--- src/rtl/video_timing_fetch.sv ---
// video_timing_fetch
// Pixel-clock video timing generator with frame-buffer read-address generation
// and Bayer mosaicing of the returned pixel data.
//
// A free-running x/y raster counter feeds a registered timing stage that
// issues one read request per active pixel (rd_en/rd_addr). The sync, DE and
// pixel-parity information travel down a control pipeline that is RD_LAT
// stages deep, so they sit beside the memory data when that data is sampled.
// One more register applies the mosaic and drives the outputs, which keeps
// sync, DE and RGB exactly aligned.
//
// Ports:
//   clk_low              pixel clock
//   reset                asynchronous active-low reset
//   en                   run enable; low clears everything synchronously
//   mode[2:0]            0 passthrough, 1 RGGB, 2 GRBG, 3 GBRG, 4 BGGR, 5-7 black
//   rd_en, rd_addr       pixel read request and address to pixel memory
//   pix_r/g/b            memory read data, sampled RD_LAT cycles after rd_en
//   out_r/g/b            mosaiced pixel, zero outside active video
//   out_hsync/out_vsync  syncs, active level HS_POL / VS_POL
//   out_de               active video
//   frame_start          one-cycle pulse on the first DE of a frame
//   line_start           one-cycle pulse on the first DE of each line
module video_timing_fetch #(
  parameter int   H_ACTIVE    = 640,
  parameter int   H_FP        = 16,
  parameter int   H_SYNC      = 96,
  parameter int   H_BP        = 48,
  parameter int   V_ACTIVE    = 480,
  parameter int   V_FP        = 10,
  parameter int   V_SYNC      = 2,
  parameter int   V_BP        = 33,
  parameter logic HS_POL      = 1'b0,
  parameter logic VS_POL      = 1'b0,
  parameter int   DATA_W      = 8,
  parameter int   ADDR_W      = 21,
  parameter int   ADDR_BASE   = 0,
  parameter int   LINE_STRIDE = H_ACTIVE,
  parameter int   RD_LAT      = 2
) (
  input  logic              clk_low,
  input  logic              reset,
  input  logic              en,
  input  logic [2:0]        mode,
  output logic              rd_en,
  output logic [ADDR_W-1:0] rd_addr,
  input  logic [DATA_W-1:0] pix_r,
  input  logic [DATA_W-1:0] pix_g,
  input  logic [DATA_W-1:0] pix_b,
  output logic [DATA_W-1:0] out_r,
  output logic [DATA_W-1:0] out_g,
  output logic [DATA_W-1:0] out_b,
  output logic              out_hsync,
  output logic              out_vsync,
  output logic              out_de,
  output logic              frame_start,
  output logic              line_start
);

  localparam int H_TOT = H_ACTIVE + H_FP + H_SYNC + H_BP;
  localparam int V_TOT = V_ACTIVE + V_FP + V_SYNC + V_BP;

  // One spare count so every boundary up to and including H_TOT/V_TOT fits.
  localparam int XW = $clog2(H_TOT + 1);
  localparam int YW = $clog2(V_TOT + 1);

  localparam logic [XW-1:0] X_LAST = XW'(H_TOT - 1);
  localparam logic [XW-1:0] X_ACT  = XW'(H_ACTIVE);
  localparam logic [XW-1:0] X_HS0  = XW'(H_ACTIVE + H_FP);
  localparam logic [XW-1:0] X_HS1  = XW'(H_ACTIVE + H_FP + H_SYNC);

  localparam logic [YW-1:0] Y_LAST = YW'(V_TOT - 1);
  localparam logic [YW-1:0] Y_ACT  = YW'(V_ACTIVE);
  localparam logic [YW-1:0] Y_VS0  = YW'(V_ACTIVE + V_FP);
  localparam logic [YW-1:0] Y_VS1  = YW'(V_ACTIVE + V_FP + V_SYNC);

  localparam logic [ADDR_W-1:0] BASE   = ADDR_W'(ADDR_BASE);
  localparam logic [ADDR_W-1:0] STRIDE = ADDR_W'(LINE_STRIDE);

  localparam logic [1:0] CH_R    = 2'd0;
  localparam logic [1:0] CH_G    = 2'd1;
  localparam logic [1:0] CH_B    = 2'd2;
  localparam logic [1:0] CH_NONE = 2'd3;

  // Everything the output stage needs to know about one request. hs/vs are
  // "active" flags; polarity is applied only at the pins so that an all-zero
  // pipeline means inactive syncs.
  typedef struct packed {
    logic       de;
    logic       hs;
    logic       vs;
    logic       fs;
    logic       ls;
    logic       y0;
    logic       x0;
    logic [2:0] pat;
  } ctl_t;

  // ---------------------------------------------------------------------------
  // State
  // ---------------------------------------------------------------------------
  logic [XW-1:0]     x_q, x_d;
  logic [YW-1:0]     y_q, y_d;
  logic [ADDR_W-1:0] line_base_q, line_base_d;
  logic [ADDR_W-1:0] rd_addr_q, rd_addr_d;
  logic [2:0]        mode_lat_q, mode_lat_d;

  // pipe_q[0] is the timing stage (drives rd_en); pipe_q[RD_LAT] lines up
  // with the sampled memory data in pix_*_q.
  ctl_t [RD_LAT:0]   pipe_q, pipe_d;

  logic [DATA_W-1:0] pix_r_q, pix_r_d;
  logic [DATA_W-1:0] pix_g_q, pix_g_d;
  logic [DATA_W-1:0] pix_b_q, pix_b_d;

  logic [DATA_W-1:0] out_r_q, out_r_d;
  logic [DATA_W-1:0] out_g_q, out_g_d;
  logic [DATA_W-1:0] out_b_q, out_b_d;
  logic              out_hs_q, out_hs_d;
  logic              out_vs_q, out_vs_d;
  logic              out_de_q, out_de_d;
  logic              frame_start_q, frame_start_d;
  logic              line_start_q, line_start_d;

  // ---------------------------------------------------------------------------
  // Raster counters, address generation, timing stage
  // ---------------------------------------------------------------------------
  logic       x_last;
  logic       y_last;
  logic       active;
  logic       at_origin;
  logic [2:0] mode_sel;
  ctl_t       tim;

  always_comb begin
    x_last    = (x_q == X_LAST);
    y_last    = (y_q == Y_LAST);
    active    = (x_q < X_ACT) && (y_q < Y_ACT);
    at_origin = (x_q == '0) && (y_q == '0);
    // The pixel at the frame origin already uses the newly captured mode.
    mode_sel  = at_origin ? mode : mode_lat_q;

    tim       = '0;
    tim.de    = active;
    tim.hs    = (x_q >= X_HS0) && (x_q < X_HS1);
    tim.vs    = (y_q >= Y_VS0) && (y_q < Y_VS1);
    tim.fs    = active && at_origin;
    tim.ls    = active && (x_q == '0);
    tim.y0    = y_q[0];
    tim.x0    = x_q[0];
    tim.pat   = mode_sel;

    x_d         = x_q;
    y_d         = y_q;
    line_base_d = line_base_q;
    rd_addr_d   = rd_addr_q;
    mode_lat_d  = mode_lat_q;
    pipe_d      = pipe_q;
    pix_r_d     = pix_r_q;
    pix_g_d     = pix_g_q;
    pix_b_d     = pix_b_q;

    if (en) begin
      x_d = x_last ? '0 : x_q + 1'b1;
      if (x_last) begin
        y_d = y_last ? '0 : y_q + 1'b1;
        // line_base always refers to the line the counters are on.
        if (y_last) begin
          line_base_d = BASE;
        end else if (y_q < Y_ACT) begin
          line_base_d = line_base_q + STRIDE;
        end
      end
      if (active) begin
        rd_addr_d = line_base_q + ADDR_W'(x_q);
      end
      mode_lat_d = mode_sel;
      pipe_d     = {pipe_q[RD_LAT-1:0], tim};
      pix_r_d    = pix_r;
      pix_g_d    = pix_g;
      pix_b_d    = pix_b;
    end else begin
      // Synchronous clear: same state as reset, pipeline flushed.
      x_d         = '0;
      y_d         = '0;
      line_base_d = BASE;
      rd_addr_d   = '0;
      mode_lat_d  = '0;
      pipe_d      = '0;
      pix_r_d     = '0;
      pix_g_d     = '0;
      pix_b_d     = '0;
    end
  end

  // ---------------------------------------------------------------------------
  // Mosaic and output stage
  // ---------------------------------------------------------------------------
  ctl_t       o_ctl;
  logic [1:0] ch;

  always_comb begin
    o_ctl = pipe_q[RD_LAT];

    ch = CH_NONE;
    unique case (o_ctl.pat)
      3'd1: begin // RGGB
        unique case ({o_ctl.y0, o_ctl.x0})
          2'b00:   ch = CH_R;
          2'b11:   ch = CH_B;
          default: ch = CH_G;
        endcase
      end
      3'd2: begin // GRBG
        unique case ({o_ctl.y0, o_ctl.x0})
          2'b01:   ch = CH_R;
          2'b10:   ch = CH_B;
          default: ch = CH_G;
        endcase
      end
      3'd3: begin // GBRG
        unique case ({o_ctl.y0, o_ctl.x0})
          2'b01:   ch = CH_B;
          2'b10:   ch = CH_R;
          default: ch = CH_G;
        endcase
      end
      3'd4: begin // BGGR
        unique case ({o_ctl.y0, o_ctl.x0})
          2'b00:   ch = CH_B;
          2'b11:   ch = CH_R;
          default: ch = CH_G;
        endcase
      end
      default: ch = CH_NONE;
    endcase

    out_r_d       = '0;
    out_g_d       = '0;
    out_b_d       = '0;
    out_de_d      = 1'b0;
    out_hs_d      = 1'b0;
    out_vs_d      = 1'b0;
    frame_start_d = 1'b0;
    line_start_d  = 1'b0;

    if (en) begin
      out_de_d      = o_ctl.de;
      out_hs_d      = o_ctl.hs;
      out_vs_d      = o_ctl.vs;
      frame_start_d = o_ctl.de && o_ctl.fs;
      line_start_d  = o_ctl.de && o_ctl.ls;
      if (o_ctl.de) begin
        if (o_ctl.pat == 3'd0) begin
          out_r_d = pix_r_q;
          out_g_d = pix_g_q;
          out_b_d = pix_b_q;
        end else begin
          if (ch == CH_R) out_r_d = pix_r_q;
          if (ch == CH_G) out_g_d = pix_g_q;
          if (ch == CH_B) out_b_d = pix_b_q;
        end
      end
    end
  end

  // ---------------------------------------------------------------------------
  // Registers
  // ---------------------------------------------------------------------------
  always_ff @(posedge clk_low or negedge reset) begin
    if (!reset) begin
      x_q           <= '0;
      y_q           <= '0;
      line_base_q   <= BASE;
      rd_addr_q     <= '0;
      mode_lat_q    <= '0;
      pipe_q        <= '0;
      pix_r_q       <= '0;
      pix_g_q       <= '0;
      pix_b_q       <= '0;
      out_r_q       <= '0;
      out_g_q       <= '0;
      out_b_q       <= '0;
      out_hs_q      <= 1'b0;
      out_vs_q      <= 1'b0;
      out_de_q      <= 1'b0;
      frame_start_q <= 1'b0;
      line_start_q  <= 1'b0;
    end else begin
      x_q           <= x_d;
      y_q           <= y_d;
      line_base_q   <= line_base_d;
      rd_addr_q     <= rd_addr_d;
      mode_lat_q    <= mode_lat_d;
      pipe_q        <= pipe_d;
      pix_r_q       <= pix_r_d;
      pix_g_q       <= pix_g_d;
      pix_b_q       <= pix_b_d;
      out_r_q       <= out_r_d;
      out_g_q       <= out_g_d;
      out_b_q       <= out_b_d;
      out_hs_q      <= out_hs_d;
      out_vs_q      <= out_vs_d;
      out_de_q      <= out_de_d;
      frame_start_q <= frame_start_d;
      line_start_q  <= line_start_d;
    end
  end

  assign rd_en       = pipe_q[0].de;
  assign rd_addr     = rd_addr_q;
  assign out_r       = out_r_q;
  assign out_g       = out_g_q;
  assign out_b       = out_b_q;
  assign out_hsync   = out_hs_q ? HS_POL : ~HS_POL;
  assign out_vsync   = out_vs_q ? VS_POL : ~VS_POL;
  assign out_de      = out_de_q;
  assign frame_start = frame_start_q;
  assign line_start  = line_start_q;

endmodule
--- config.mk ---
export PLATFORM = sky130hd
export DESIGN_NAME = video_timing_fetch
export DESIGN_NICKNAME = d
export VERILOG_FILES = /design/src/rtl/video_timing_fetch.sv
export SDC_FILE = /design/constraint.sdc
export NUM_CORES = 1
export LEC_CHECK = 0
export CORE_MARGIN = 2
export CORE_UTILIZATION = 40
export CTS_CLUSTER_SIZE = 14
export DETAILED_ROUTE_END_ITERATION = 16
export MAX_ROUTING_LAYER = met4
export PLACE_DENSITY = 0.59
export SYNTH_ARGS = -nofsm -noshare
export SYNTH_HDL_FRONTEND = slang
export SYNTH_SLANG_ARGS = --single-unit
export TNS_END_PERCENT = 1
--- constraint.sdc ---
create_clock -name clk_low -period 4.4 [get_ports clk_low]
set_input_delay 0.88 -clock clk_low [delete_from_list [all_inputs] [get_ports clk_low]]
set_output_delay 0.88 -clock clk_low [all_outputs]
set_load 0.02 [all_outputs]
==> flow_summary.yaml, run 1 <==
run_status:
  status: "completed"
placed_design:
  dp_hpwl_um: 7906
  gp_routability_congestion: 0.8245
  dpl_cell_area_um2: 6751
  port-buffer-count: 80
worst_setup_path:
  crit_path_max_incr_delay_ns: 0.47
  cp_data_required_time_ns: 4.70
  timing.critical_path.fanout_max: 18
  critical-path-slowest-cell: "sky130_fd_sc_hd__dfrtp_1"
  worstPathCellList: "ha_1 > nand3_4 > or3_4 > o21ai_4 > a21oi_1 > mux2_2"
  crit_type: "reg2reg"
  crit_path_end_kind: "flip-flop"
  crit_path_start_kind: "flip-flop"
  reg2regPathDepth: 6
  cp.arrival_ns: 2.62
logic_synthesis:
  synth_cells: 512
  synth_top_area_cell: "sky130_fd_sc_hd__dfrtp_1"
  synthTopCellsByArea: "sky130_fd_sc_hd__dfrtp_1 60%, sky130_fd_sc_hd__and2_1 8.0%, sky130_fd_sc_hd__xor2_1 3.8%"
  synth.cells.most_frequent: "138 x sky130_fd_sc_hd__dfrtp_1, 74 x sky130_fd_sc_hd__and2_1, 44 x sky130_fd_sc_hd__nor2_1, 32 x sky130_fd_sc_hd__nand2_1, 26 x sky130_fd_sc_hd__o21ai_0"
  synthesis.area_um2: 5802
  yosysUniqueCellTypes: 52
  synthesis.area_per_instance_um2: 11.33
  synth-seq-cells: 138
  share_of_the_yosys_chip_area_belonging_to_registers_pct: 59.52
  synth.net_count: 556
  yosys_warnings: 0
  synth_top_flop_cell: "sky130_fd_sc_hd__dfrtp_1"
  post-synth-top-count-cell: "sky130_fd_sc_hd__dfrtp_1"
  synth_largest_type_area_fraction_pct: 59.52
  synth_async_sr_flop_share_pct: 100.0
  synth_enable_flop_cells: 0
power_and_ir_drop:
  p_seq_share_pct: 44.4
  max-vdd-ir-drop_uv: 267.8
  clock_power_share_pct: 50.6
  cellPowerDensity_nw_per_um2: 403.6
  swShare_pct: 21.64
  p_leak_nw: 3.349
  pwr-share-comb_pct: 5.0
  netSwitchingPower_mw: 0.6451
  cell_internal_pwr_mw: 2.336
min_path:
  hold_class: "reg2reg"
  hold_path_depth: 1
floorplanning:
  initial_utilization_pct: 40.38
  design.die.area_um2: 15480
  die_h_um: 124.4
  floorplan.io_pins: 81
  die_w_um: 124.4
  floorplan.rows: 44
  core_um2: 14370
global_route:
  grt_first_pass_wirelength_um: 19960
  largest_net_degree_at_the_start_of_global_routing: 75
  number_of_antenna_violations_at_the_first_check_in_global_routing: 0
  global_route.usage.total_pct: 16.72
  number_of_global_route_vias_before_repair: 3904
  globalRouteOverflowTotal: 0
clock_tree:
  ctsHoldBuffers: 0
  post_cts_resize_count: 0
  cts.reportedPaths.clkPinSlew_ns: 0.06
  cts_root_buffer: "sky130_fd_sc_hd__clkbuf_16"
  cts-htree-levels: 4
  cts_setup_buffers: 0
  clk_latency_ns: 0.41
  cts_tree: "built"
  cts_max_path_buffers: 2
  tritoncts_num_sinks: 138
  num_cts_buffers: 17
timing:
  final_hold_viol_count: 0
  timing_worst_slew_pin_value_ns: 0.7464
  max_freq_ghz: 0.4313
  post-route-min-period_ns: 2.319
  slew_viol_final: 0
  slew_headroom_pct: 49.86
  setup_viol_count_final: 0
  fin_hold_ws_ns: 0.4464
  rsz0062_at_grt: "false"
  min_period_over_period_pct: 52.70
  post_route_setup_tns_ns: 0
  final.setup_skew_ns: 0.006698
final_layout:
  layout.cell_area.non_filler_um2: 7387
  multi_input_area_um2: 2185
  antennaDiodeCount: 0
  drive_above_1_share_pct: 8.581
  flow.area_growth_from_synthesis_pct: 27.32
  fin_nets: 637
  fillerInstances: 1266
  ff_latch_area_um2: 3453
route:
  initialDrtViolationCount: 173
  wirelength_um: 11620
  routedWlPerCell_um: 14.71
  drtAntennaViolNets: 0
  avgViaCountPerCell: 4.892
  drt_drc_violations_left: 0
  first_drt_pass_iteration_count: 4
  routed-via-count: 3865
job:
  maxCapViolCount: 0
-- kinds of logic (layout without fill, tap and decap cells) --
kind of cell | Yosys count | after routing | share of synthesized area [%]
other cells | 1 | 1 | 0.06463
compound gates | 60 | 60 | 6.793
flops | 138 | 138 | 59.52
simple gates | 218 | 218 | 20.85
xor+xnor | 40 | 40 | 6.038
mux | 5 | 5 | 0.8842
fa+ha+maj | 14 | 14 | 3.019
buf+inv | 36 | 130 | 2.825
-- sequential cells by signal, indices dropped and copies added, names as in the netlist --
register     count
out_vs_q         1
o_ctl           10
x_q             10
y_q             10
pix_g_q          8
out_r            8
rd_addr         21
line_start       1
pix_b_q          8
out_de           1
out_b            8
out_hs_q         1
out_g            8
frame_start      1
rd_en            1
pipe_q          18
pix_r_q          8
line_base_q     14
mode_lat_q       1
-- placed cells by master, fill, tap and decap left out, types with 15 or more instances in the layout --
master | Yosys | routed
sky130_fd_sc_hd__dfrtp_1 | 138 | 138
sky130_fd_sc_hd__clkdlybuf4s50_1 | 0 | 78
sky130_fd_sc_hd__and2_1 | 74 | 74
sky130_fd_sc_hd__nor2_1 | 44 | 44
sky130_fd_sc_hd__nand2_1 | 32 | 32
sky130_fd_sc_hd__o21ai_0 | 26 | 26
sky130_fd_sc_hd__xor2_1 | 25 | 25
sky130_fd_sc_hd__clkbuf_16 | 0 | 17
sky130_fd_sc_hd__xnor2_1 | 15 | 15
-- stage by stage --
step	power, mW	setup WS [ns]	utilization [%]	instances
finish	2.981	2.081	51.41	790
global route	3.107	1.906	51.41	790
CTS	3.023	2.044	51.41	790
detailed placement	1.499	1.975	46.99	758
global placement	1.497	1.993	46.99	758
floorplan	1.413	2.510	-	512
-- critical path, delay by kind of cell, from the launching register on --
family                   cells  cell delay [ns]
multiplexers                 1             0.28
adder cells (fa/ha/maj)      1             0.30
AO/OA/AOI/OAI                2             0.57
AND/OR/NAND/NOR              2             0.59
flip-flops                   1             0.47
-- cell type report --
class / count / area share (%)
inverters: 13 / 0.6606
repair buffers: 85 / 11.30
multi-input cells: 338 / 29.57
clock inverters: 13 / 2.608
flip-flops and latches: 138 / 46.75
well taps: 184 / 3.117
clock buffers: 19 / 5.996
-- power groups by stage --
stage	Combinational (mW)	Clock [mW]	Sequential, mW
floorplan	0.0694	0	1.34
global placement	0.152	0	1.35
detailed placement	0.153	0	1.35
CTS	0.155	1.55	1.32
global route	0.170	1.61	1.33
finish	0.150	1.51	1.32
-- worst paths after layout --
path	start	end	slack (ns)
hold / removal	pix_r_q[2]$_DFF_PN0_	out_r[2]$_DFF_PN0_	0.45
min in group asynchronous	reset	out_r[0]$_DFF_PN0_	0.47
max in group asynchronous	reset	x_q[2]$_DFF_PN0_	2.92
setup / recovery	x_q[1]$_DFF_PN0_	line_base_q[7]$_DFFE_PN0P_	2.08
hold reg to reg	pix_r_q[2]$_DFF_PN0_	out_r[2]$_DFF_PN0_	0.45
setup reg to reg	x_q[1]$_DFF_PN0_	line_base_q[7]$_DFFE_PN0P_	2.08
-- per-layer routing --
| layer | part of all wire [%] | global-route usage (%) | vias to the layer above |
|---|---|---|---|
| met3 | 4.2 | 3.952 | 13 |
| li1 | - | - | 1871 |
| met1 | 47 | 22.18 | 1898 |
| met5 | 0 | - | - |
| met4 | 1.6 | 6.874 | 0 |
| met2 | 48 | 24.88 | 83 |
No activity file was read; power rests on OpenSTA's default activity.
==> run 2, diff against run 1 <==
==> constraint.sdc (replaced) <==
create_clock -name clk_low -period 2.2 [get_ports clk_low]
set_input_delay 0.44 -clock clk_low [delete_from_list [all_inputs] [get_ports clk_low]]
set_output_delay 0.44 -clock clk_low [all_outputs]
set_load 0.02 [all_outputs]
==> flow_summary.yaml, run 2 (synthesized netlist as in run 1, its figures left out) <==
placed_design:
  preCtsSetupSlack_ns: 0.1371
  dpl_cell_area_um2: 6844
  dp_hpwl_um: 7863
  port-buffer-count: 80
  gp_routability_congestion: 0.8364
final_layout:
  largest_reg_flops: 21
  fin_nets: 647
  layout.cell_area.non_filler_um2: 7471
  antennaDiodeCount: 0
  flow.area_growth_from_synthesis_pct: 28.77
  ff_latch_area_um2: 3453
  final_common_cell: "sky130_fd_sc_hd__dfrtp_1"
  most-common-layout-cells: "138 x sky130_fd_sc_hd__dfrtp_1, 78 x sky130_fd_sc_hd__clkdlybuf4s50_1, 74 x sky130_fd_sc_hd__and2_1"
  fillerInstances: 1230
  multi_input_area_um2: 2187
  drive_above_1_share_pct: 9.935
route:
  drt_drc_violations_left: 0
  avgViaCountPerCell: 4.887
  drtAntennaViolNets: 0
  initialDrtViolationCount: 164
  routed-via-count: 3900
  first_drt_pass_iteration_count: 4
  wirelength_um: 11480
  routedWlPerCell_um: 14.38
timing:
  post-route-min-period_ns: 2.017
  min_period_over_period_pct: 91.69
  slew_viol_final: 0
  slew_headroom_pct: 47.71
  rsz0062_at_grt: "false"
  post_route_setup_tns_ns: 0
  setup_slack_ns: 0.1828
  timing_worst_slew_pin_value_ns: 0.7784
  max_freq_ghz: 0.4957
  final.setup_skew_ns: 0.004928
  final_hold_viol_count: 0
  setup_viol_count_final: 0
global_route:
  number_of_antenna_violations_at_the_first_check_in_global_routing: 0
  largest_net_degree_at_the_start_of_global_routing: 57
  grt_first_pass_wirelength_um: 19550
  global_route.usage.total_pct: 16.27
  number_of_global_route_vias_before_repair: 3803
  globalRouteOverflowTotal: 0
worst_setup_path:
  worstPathCellList: "inv_1 > ha_1 > or3b_1 > a21oi_1 > a22oi_1 > nor2_2 > and2_1"
  crit_path_end_kind: "flip-flop"
  cp_data_required_time_ns: 2.54
  crit_path_start_kind: "flip-flop"
  cp.arrival_ns: 2.36
  timing.critical_path.fanout_max: 8
  critical-path-slowest-cell: "sky130_fd_sc_hd__or3b_1"
  crit_path_max_incr_delay_ns: 0.42
  crit_type: "reg2reg"
power_and_ir_drop:
  max-vdd-ir-drop_uv: 432.7
  clock_power_share_pct: 49.8
  p_seq_share_pct: 44.8
  swShare_pct: 21.06
  netSwitchingPower_mw: 1.243
  totalPowerFinal_mw: 5.902
  pwr-share-comb_pct: 5.4
  cell_internal_pwr_mw: 4.659
  p_leak_nw: 3.409
  cellPowerDensity_nw_per_um2: 790.0
floorplanning:
  design.die.area_um2: 15480
  core_um2: 14370
  initial_utilization_pct: 40.38
  die_h_um: 124.4
  floorplan.rows: 44
  floorplan.io_pins: 81
  die_w_um: 124.4
clock_tree:
  cts_max_path_buffers: 2
  num_cts_buffers: 17
  clk_latency_ns: 0.41
  cts-htree-levels: 4
  cts_setup_buffers: 0
  tritoncts_num_sinks: 138
  cts_root_buffer: "sky130_fd_sc_hd__clkbuf_16"
  cts.reportedPaths.clkPinSlew_ns: 0.06
  cts_tree: "built"
run_status:
  status: "completed"
job:
  maxCapViolCount: 0
min_path:
  hold_class: "in2reg"
run 2: layer usage:
layer	global-route usage, %	up-vias	part of all wire [%]
met3	3.651	11	3.4
met4	6.609	0	1.5
met2	23.53	84	46
met5	-	-	0
li1	-	1899	-
met1	22.34	1906	49
run 2: timing repair:
| item | CTS | global route |
|---|---|---|
| hold buffers | 1 | 0 |
| endpoints found under the setup margin | 0 | 7 |
| hold endpoints to repair | 34 | 0 |
| resized for setup | 0 | 1 |
run 2: worst paths after layout:
path | slack, ns | to | from | depth (start not counted)
worst max-delay path | 0.18 | out_r[4]$_DFF_PN0_ | o_ctl[3]$_DFF_PN0_ | 7
worst min-delay path | 0.41 | frame_start$_DFF_PN0_ | en | 2
worst max register to register | 0.18 | out_r[4]$_DFF_PN0_ | o_ctl[3]$_DFF_PN0_ | 7
worst min register to register | 0.44 | out_b[5]$_DFF_PN0_ | pix_b_q[5]$_DFF_PN0_ | 1
max in group asynchronous | 1.03 | x_q[9]$_DFF_PN0_ | reset | 3
min in group asynchronous | 0.55 | out_r[5]$_DFF_PN0_ | reset | 2
run 2: cell type report:
class,count,share of cell area [%]
timing repair buffer,95,12.54
inverter,13,0.6532
sequential,138,46.22
multi-input combinational,338,29.27
clock inverter,12,2.345
tap,184,3.082
clock buffer,18,5.878
run 2: worst max-delay path: cells and delay by family (launching register included):
kind | cells | cell delay (ns)
buf+inv | 1 | 0.07
flops | 1 | 0.37
simple gates | 3 | 0.84
fa+ha+maj | 1 | 0.35
compound gates | 2 | 0.32
run 2: power by group through the flow:
stage	registers, mW	clock network (mW)	logic, mW
after floorplan	2.69	0	0.139
after global placement	2.68	0	0.321
after detailed placement	2.69	0	0.324
after CTS	2.64	3.01	0.328
after global routing	2.65	3.13	0.356
final	2.64	2.94	0.320
run 2: stage by stage:
stage / std cells / utilization, % / hold slack [ns]
6_report: 798 / 51.99 / 0.4052
5_1_grt: 798 / 51.99 / 0.3880
3_5_place_dp: 767 / 47.63 / 0.4322
4_1_cts: 798 / 51.98 / 0.3806
3_3_place_gp: 767 / 47.63 / 0.4289
2_1_floorplan: 512 / - / 0.1444
